File: config.mk
export PLATFORM = sky130hd
export DESIGN_NAME = price_buffer_writer
export DESIGN_NICKNAME = d
export VERILOG_FILES = /design/src/rtl/price_buffer_writer.sv
export SDC_FILE = /design/constraint.sdc
export NUM_CORES = 1
export LEC_CHECK = 0
export ABC_AREA = 1
export ABC_CLOCK_PERIOD_IN_PS = 10900
export CAP_MARGIN = 20
export CORE_MARGIN = 8
export CORE_UTILIZATION = 60
export CTS_BUF_LIST = sky130_fd_sc_hd__clkbuf_4 sky130_fd_sc_hd__clkbuf_8
export CTS_CLUSTER_SIZE = 40
export DETAILED_ROUTE_END_ITERATION = 12
export GPL_TIMING_DRIVEN = 0
export PLACE_DENSITY = 0.82
export SYNTH_ARGS = -nofsm -noshare
export SYNTH_HDL_FRONTEND = slang
export SYNTH_SLANG_ARGS = --single-unit
File: constraint.sdc
create_clock -name i_clk -period 10.9 [get_ports i_clk]
set_input_delay 1.635 -clock i_clk [delete_from_list [all_inputs] [get_ports i_clk]]
set_output_delay 1.635 -clock i_clk [all_outputs]
set_load 0.01 [all_outputs]
File: src/rtl/price_buffer_writer.sv
// Filters top-of-book updates (invalid / duplicate) and emits one history write per accepted quote.
// Latency: 1 cycle from i_valid to o_valid / o_drop_*; all outputs registered.
// Backpressure: none; at most one update per cycle, consumer must accept every write.
module price_buffer_writer #(
  parameter int DATA_WIDTH  = 32,
  parameter int BUFFER_SIZE = 20,
  parameter int NUM_STOCKS  = 4
) (
  input  logic                                    i_clk,
  input  logic                                    i_reset_n,
  input  logic [DATA_WIDTH-1:0]                   i_best_ask,
  input  logic [DATA_WIDTH-1:0]                   i_best_bid,
  input  logic [$clog2(NUM_STOCKS)-1:0]           i_stock_id,
  input  logic                                    i_valid,
  output logic [$clog2(NUM_STOCKS*BUFFER_SIZE)-1:0] o_write_address,
  output logic [DATA_WIDTH-1:0]                   o_best_ask,
  output logic [DATA_WIDTH-1:0]                   o_best_bid,
  output logic [$clog2(NUM_STOCKS)-1:0]           o_stock_id,
  output logic                                    o_valid,
  output logic [$clog2(BUFFER_SIZE+1)-1:0]        o_fill_count,
  output logic                                    o_warm,
  output logic                                    o_drop_invalid,
  output logic                                    o_drop_dup
);

  localparam int SW = $clog2(NUM_STOCKS);
  localparam int AW = $clog2(NUM_STOCKS*BUFFER_SIZE);
  localparam int PW = $clog2(BUFFER_SIZE);
  localparam int FW = $clog2(BUFFER_SIZE+1);
  localparam logic [SW:0] NUM_STOCKS_W = NUM_STOCKS[SW:0];

  // Per-stock history state
  logic [PW-1:0]         wr_ptr   [NUM_STOCKS];
  logic [FW-1:0]         fill     [NUM_STOCKS];
  logic [DATA_WIDTH-1:0] last_bid [NUM_STOCKS];
  logic [DATA_WIDTH-1:0] last_ask [NUM_STOCKS];
  logic [NUM_STOCKS-1:0] seen;

  // Constant base-address table, so no multiplier sits in the address path
  logic [AW-1:0] base_lut [NUM_STOCKS];
  for (genvar g = 0; g < NUM_STOCKS; g++) begin : g_base
    assign base_lut[g] = AW'(g * BUFFER_SIZE);
  end

  logic          bad_id;
  logic          is_invalid;
  logic          is_dup;
  logic          accept;
  logic [PW-1:0] ptr_cur;
  logic [PW-1:0] ptr_nxt;
  logic [FW-1:0] fill_nxt;
  logic [AW-1:0] addr_nxt;

  // Classify the incoming update and compute the next per-stock pointer / count
  always_comb begin
    bad_id     = ({1'b0, i_stock_id} >= NUM_STOCKS_W);
    is_invalid = 1'b0;
    is_dup     = 1'b0;
    accept     = 1'b0;
    ptr_cur    = '0;
    ptr_nxt    = '0;
    fill_nxt   = '0;
    addr_nxt   = '0;
    if (i_valid) begin
      if (bad_id || (i_best_bid == '0) || (i_best_ask == '0) || (i_best_ask < i_best_bid)) begin
        is_invalid = 1'b1;
      end else if (seen[i_stock_id] && (i_best_bid == last_bid[i_stock_id]) &&
                   (i_best_ask == last_ask[i_stock_id])) begin
        is_dup = 1'b1;
      end else begin
        accept = 1'b1;
      end
    end
    if (!bad_id) begin
      ptr_cur  = wr_ptr[i_stock_id];
      ptr_nxt  = (ptr_cur == PW'(BUFFER_SIZE-1)) ? '0 : ptr_cur + 1'b1;
      fill_nxt = (fill[i_stock_id] == FW'(BUFFER_SIZE)) ? fill[i_stock_id]
                                                         : fill[i_stock_id] + 1'b1;
      addr_nxt = base_lut[i_stock_id] + AW'(ptr_cur);
    end
  end

  // Per-stock state update on accept; reset wins over a same-cycle update
  always_ff @(posedge i_clk) begin
    if (!i_reset_n) begin
      for (int s = 0; s < NUM_STOCKS; s++) begin
        wr_ptr[s]   <= '0;
        fill[s]     <= '0;
        last_bid[s] <= '0;
        last_ask[s] <= '0;
      end
      seen <= '0;
    end else if (accept) begin
      wr_ptr[i_stock_id]   <= ptr_nxt;
      fill[i_stock_id]     <= fill_nxt;
      last_bid[i_stock_id] <= i_best_bid;
      last_ask[i_stock_id] <= i_best_ask;
      seen[i_stock_id]     <= 1'b1;
    end
  end

  // Registered outputs: write fields hold on drops, strobes pulse for one cycle
  always_ff @(posedge i_clk) begin
    if (!i_reset_n) begin
      o_write_address <= '0;
      o_best_ask      <= '0;
      o_best_bid      <= '0;
      o_stock_id      <= '0;
      o_valid         <= 1'b0;
      o_fill_count    <= '0;
      o_warm          <= 1'b0;
      o_drop_invalid  <= 1'b0;
      o_drop_dup      <= 1'b0;
    end else begin
      o_valid        <= accept;
      o_drop_invalid <= is_invalid;
      o_drop_dup     <= is_dup;
      if (accept) begin
        o_write_address <= addr_nxt;
        o_best_ask      <= i_best_ask;
        o_best_bid      <= i_best_bid;
        o_stock_id      <= i_stock_id;
        o_fill_count    <= fill_nxt;
        o_warm          <= (fill_nxt == FW'(BUFFER_SIZE));
      end
    end
  end

endmodule

# After elaboration in Yosys (flattened, before gate mapping)
# Memories as Yosys holds them, arrays and structs flattened.
# Index checks and enable logic that the tools add are counted.
# totals
ram_bits	296
in_bits	69
output_inout_bits	82
word_cells	73
mem_count	4
regBits	86
# classes
addsub	3
n_eq_ne	5
muxes	30
bitwise_logic	4
reduce_logical	13
n_lt_le_gt_ge	4
# memory_table
memory	depth	width	read_ports	rd_ports_with_merged_regs	wr	line_no	text
last_ask	4	32	1	0	4	36	logic [DATA_WIDTH-1:0] last_ask [NUM_STOCKS];
last_bid	4	32	1	0	4	35	logic [DATA_WIDTH-1:0] last_bid [NUM_STOCKS];
fill	4	5	1	0	4	34	logic [FW-1:0] fill [NUM_STOCKS];
wr_ptr	4	5	1	0	4	33	logic [PW-1:0] wr_ptr [NUM_STOCKS];
# op_table
cell	n
$eq A32 B32 Y1	2
$logic_not A32 Y1	2
$mux W32	2
$reduce_or A32 Y1	2
$lt A32 B32 Y1	1
$mux W5	4
$eq A5 B5 Y1 const B	3
$mux W1	15
$bmux W7 S2	1
$mux W7	2
$add A5 B1 Y5 const B	2
$reduce_or A5 Y1	2
$mux W2	4
$add A7 B5 Y7	1
$or A4 B4 Y4	1
$ge A3 B3 Y1 const B	1
$logic_and A1 B1 Y1	3
$lt A2 B3 Y1 const B	1
$not A2 Y3	1
$reduce_or A3 Y1	1
$bmux W1 S2	1
$demux W1 S2	1
$ge A2 B1 Y1 const B	1
$logic_or A1 B1 Y1	2
2 further kinds	3

# Logic depth before layout (Yosys ltp)
# logic_depth
ltp_word	12
ltp_mapped	21
ltp_nobuf	18

# Worst setup path before layout
# No wires, ideal clock.
# synth_path
path_type	in2reg
from	input i_stock_id[0]
to	memory fill[3][0] in the netlist's numbering, enable pin
setup_time_ns	0.608
cell_stages	18
n_path_buf	3
t_arrival_ns	8.274
required_ns	10.292
setup_slack_ns	2.017
cell_sequence	buf_2 > inv_4 > clkbuf_1 > nand2_1 > nand2_1 > nand2_1 > nand2_1 > nand2_1 > nand2_1 > nor2_1 > nand2_1 > nor2_1 > nand2_1 > nor2_1 > nand3_1 > buf_2 > nand3_1 > o21ai_0
# synth_lines
element	line_no	text
start, declared	13	input logic [$clog2(NUM_STOCKS)-1:0] i_stock_id,
end, declared	34	

==> out/qor.yml <==
global_route:
  grt_pass1_vias: 16400
  track_usage: 0.379
  grt_first_pass_wirelength_um: 101000
  grt_max_degree: 47
  overflow: 0
  antenna_found_initial: 2
layout:
  drive_gt1_frac: 0.0865
  layout_common_cells: "nand2_1, edfxtp_1, nor2_1"
  syn_to_final_growth_pct: 19.0
  fin_nets: 2391
  stdcell_count: 2734
  final_common_cell: "nand2_1"
  final_util: 0.716
synth:
  syn-cell-area_um2: 18200
  ys_ff_latch: 382
  synth_ff_type: "edfxtp_1"
  yosysWarnings: 0
  synth_edf_count: 296
  synth_nets: 2173
  syn_area_per_cell_um2: 8.82
  ys_types: 36
  syn-instance-count: 2066
  async_flop_share: 0
  seq_area_frac_synth: 0.582
placement:
  io_buffers: 149
  dp_cells: 2617
  pre_cts_slack_ps: 4390
  hpwl_um: 47800
  globalplace.congestion: 1.03
sta:
  final_hold_viol_count: 0
  slew_headroom: 0.230
  setup_ws_ps: 4670
  clock.fmax_ghz: 0.160
  finClkSkew_ps: 58.8
  setup_viol: 0
  rsz0062_at_grt: "no"
  tightest_slew_ps: 1150
  finalCritPeriodShare: 0.572
  setup_tns_ps: 0
  fin_crit_ps: 6230
  final-max-slew-violation-count: 0
die:
  die_w_um: 190
  io_pins: 151
  initial_core_util: 0.602
  fp.dieH_um: 190
  core_area_um2: 30300
  dieArea_um2: 36200
  rows: 64
clock_tree:
  htreeDepth: 2
  cts_max_path_buffers: 3
  clock_latency_ps: 650
  cts_resized: 0
  root_buffer: "clkbuf_8"
  cts_tree: "done"
  clk_pin_slew_ps: 60
  cts_hold_buf: 0
  cts_buffers: 61
  clock_sinks: 382
  post_cts_buffers: 0
setup_path:
  required_ps: 11220
  crit_end: "last_bid[0][29]"
  reg2regPathDepth: 14
  start_kind: "primary input"
  reg2reg_from: "last_ask[1][12]"
  criticalPathCategory: "primary input to flip-flop"
  cp_max_fo: 46
  worstSetupEndpointType: "flip-flop"
  reg2reg_slack_ps: 6780
  cp.arrival_ps: 6550
  cp-startpoint: "i_stock_id[0]"
  r2r_end: "last_bid[0][29]"
routing:
  vias: 17200
  viasPerCell: 6.28
  avgRoutedWirePerCell_um: 25.7
  drc: 0
  antenna_left: 0
  drt_iter0_markers: 2467
  drt_first_pass_iters: 6
  wl_um: 70100
pwr:
  p_total_mw: 3.52
  powerDensity_nw_per_um2: 162
  peakVddDrop_v: 0.000129
  p_leak_nw: 9.03
min_path:
  hold_path.class: "flip-flop to flip-flop"
run:
  cap_violations: 0
status:
  outcome: "finished clean"
[kinds of logic after synthesis]
family | Yosys count | synth area share
AO/OA/AOI/OAI | 144 | 0.0429
XOR/XNOR | 12 | 0.00577
adder cells (fa/ha/maj) | 38 | 0.0265
buffers and inverters | 226 | 0.0553
flip-flops | 382 | 0.582
AND/OR/NAND/NOR | 1264 | 0.287
[through the flow]
step	cell area, µm²	hold WS [ps]
global route	21700	496
finish	21700	474
global placement	20200	451
detailed placement	20400	458
CTS	21700	476
floorplan	18200	448
[sequential cells by signal, indices dropped and copies added, names as in the netlist, 2 cells and up]
name and count:
fill 20, last_bid 128, o_fill_count 5, wr_ptr 20, o_write_address 7, o_best_bid 32, last_ask 128, o_stock_id 2
o_best_ask 32, seen 4
[report_power, final]
part | switching [mW] | internal [mW] | total [mW]
clock network | 0.598 | 0.701 | 1.30
logic | 0.368 | 0.159 | 0.527
registers | 0.0307 | 1.67 | 1.70
total | 0.997 | 2.52 | 3.52
[Yosys cell counts (all sizes together), types with 2 or more instances]
cell / count / area, µm²
clkinv: 6 / 22.5
nand3: 155 / 776
nand2: 708 / 2660
clkbuf: 39 / 146
a21oi: 41 / 205
dfxtp: 86 / 1720
nor3: 165 / 826
nor4: 12 / 75.1
buf: 81 / 460
xnor2: 3 / 26.3
ha: 37 / 463
nand4: 15 / 93.8
edfxtp: 296 / 8890
a22oi: 16 / 120
and2: 2 / 12.5
o21ai: 79 / 395
inv: 100 / 378
or2: 3 / 18.8
nor2: 204 / 768
xor2: 9 / 78.8
o211ai: 2 / 15.0
[layout make-up]
class                           count  area [µm²]
Inverter                          106         400
Timing Repair Buffer              155        1640
Clock inverter                     20         129
Tap cell                          396         495
Sequential cell                   382       10600
Multi-Input combinational cell   1458        6640
Buffer                            120         607
Clock buffer                       95        1160
Fill cell                        2302        8590
Antenna cell                        2        5.00
[layer usage]
layer  wire length, µm  up-vias  global-route usage
met4              5410        2               0.247
met5                13        -                   0
li1                  -     7386                   -
met2             29900     1545               0.565
met3             10600      346               0.111
met1             24200     7891               0.477
[worst min-delay path by stage]
stage | endpoint | cells past startpoint | slack (ps) | start
2_1_floorplan | seen[0] | 2 | 450 | seen[0]
3_3_place_gp | o_stock_id[0] | 2 | 450 | o_stock_id[0]
3_5_place_dp | o_stock_id[1] | 2 | 460 | o_stock_id[1]
4_1_cts | o_write_address[6] | 2 | 480 | o_write_address[6]
5_1_grt | o_write_address[6] | 2 | 500 | o_write_address[6]
6_report | o_best_bid[14] | 2 | 470 | o_best_bid[14]
[critical path, stage by stage]
cell and delay (ps):
clkdlybuf4s50_1 470, buf_2 220, nor2_1 770, buf_2 520
nand2_1 110, nand4_1 140, xor2_1 350, nand3_1 170
nor2_1 130, nand3_1 270, nand3_1 540, buf_2 440
nand2_4 380, buf_16 380
Power figures use the tool's default switching activity.
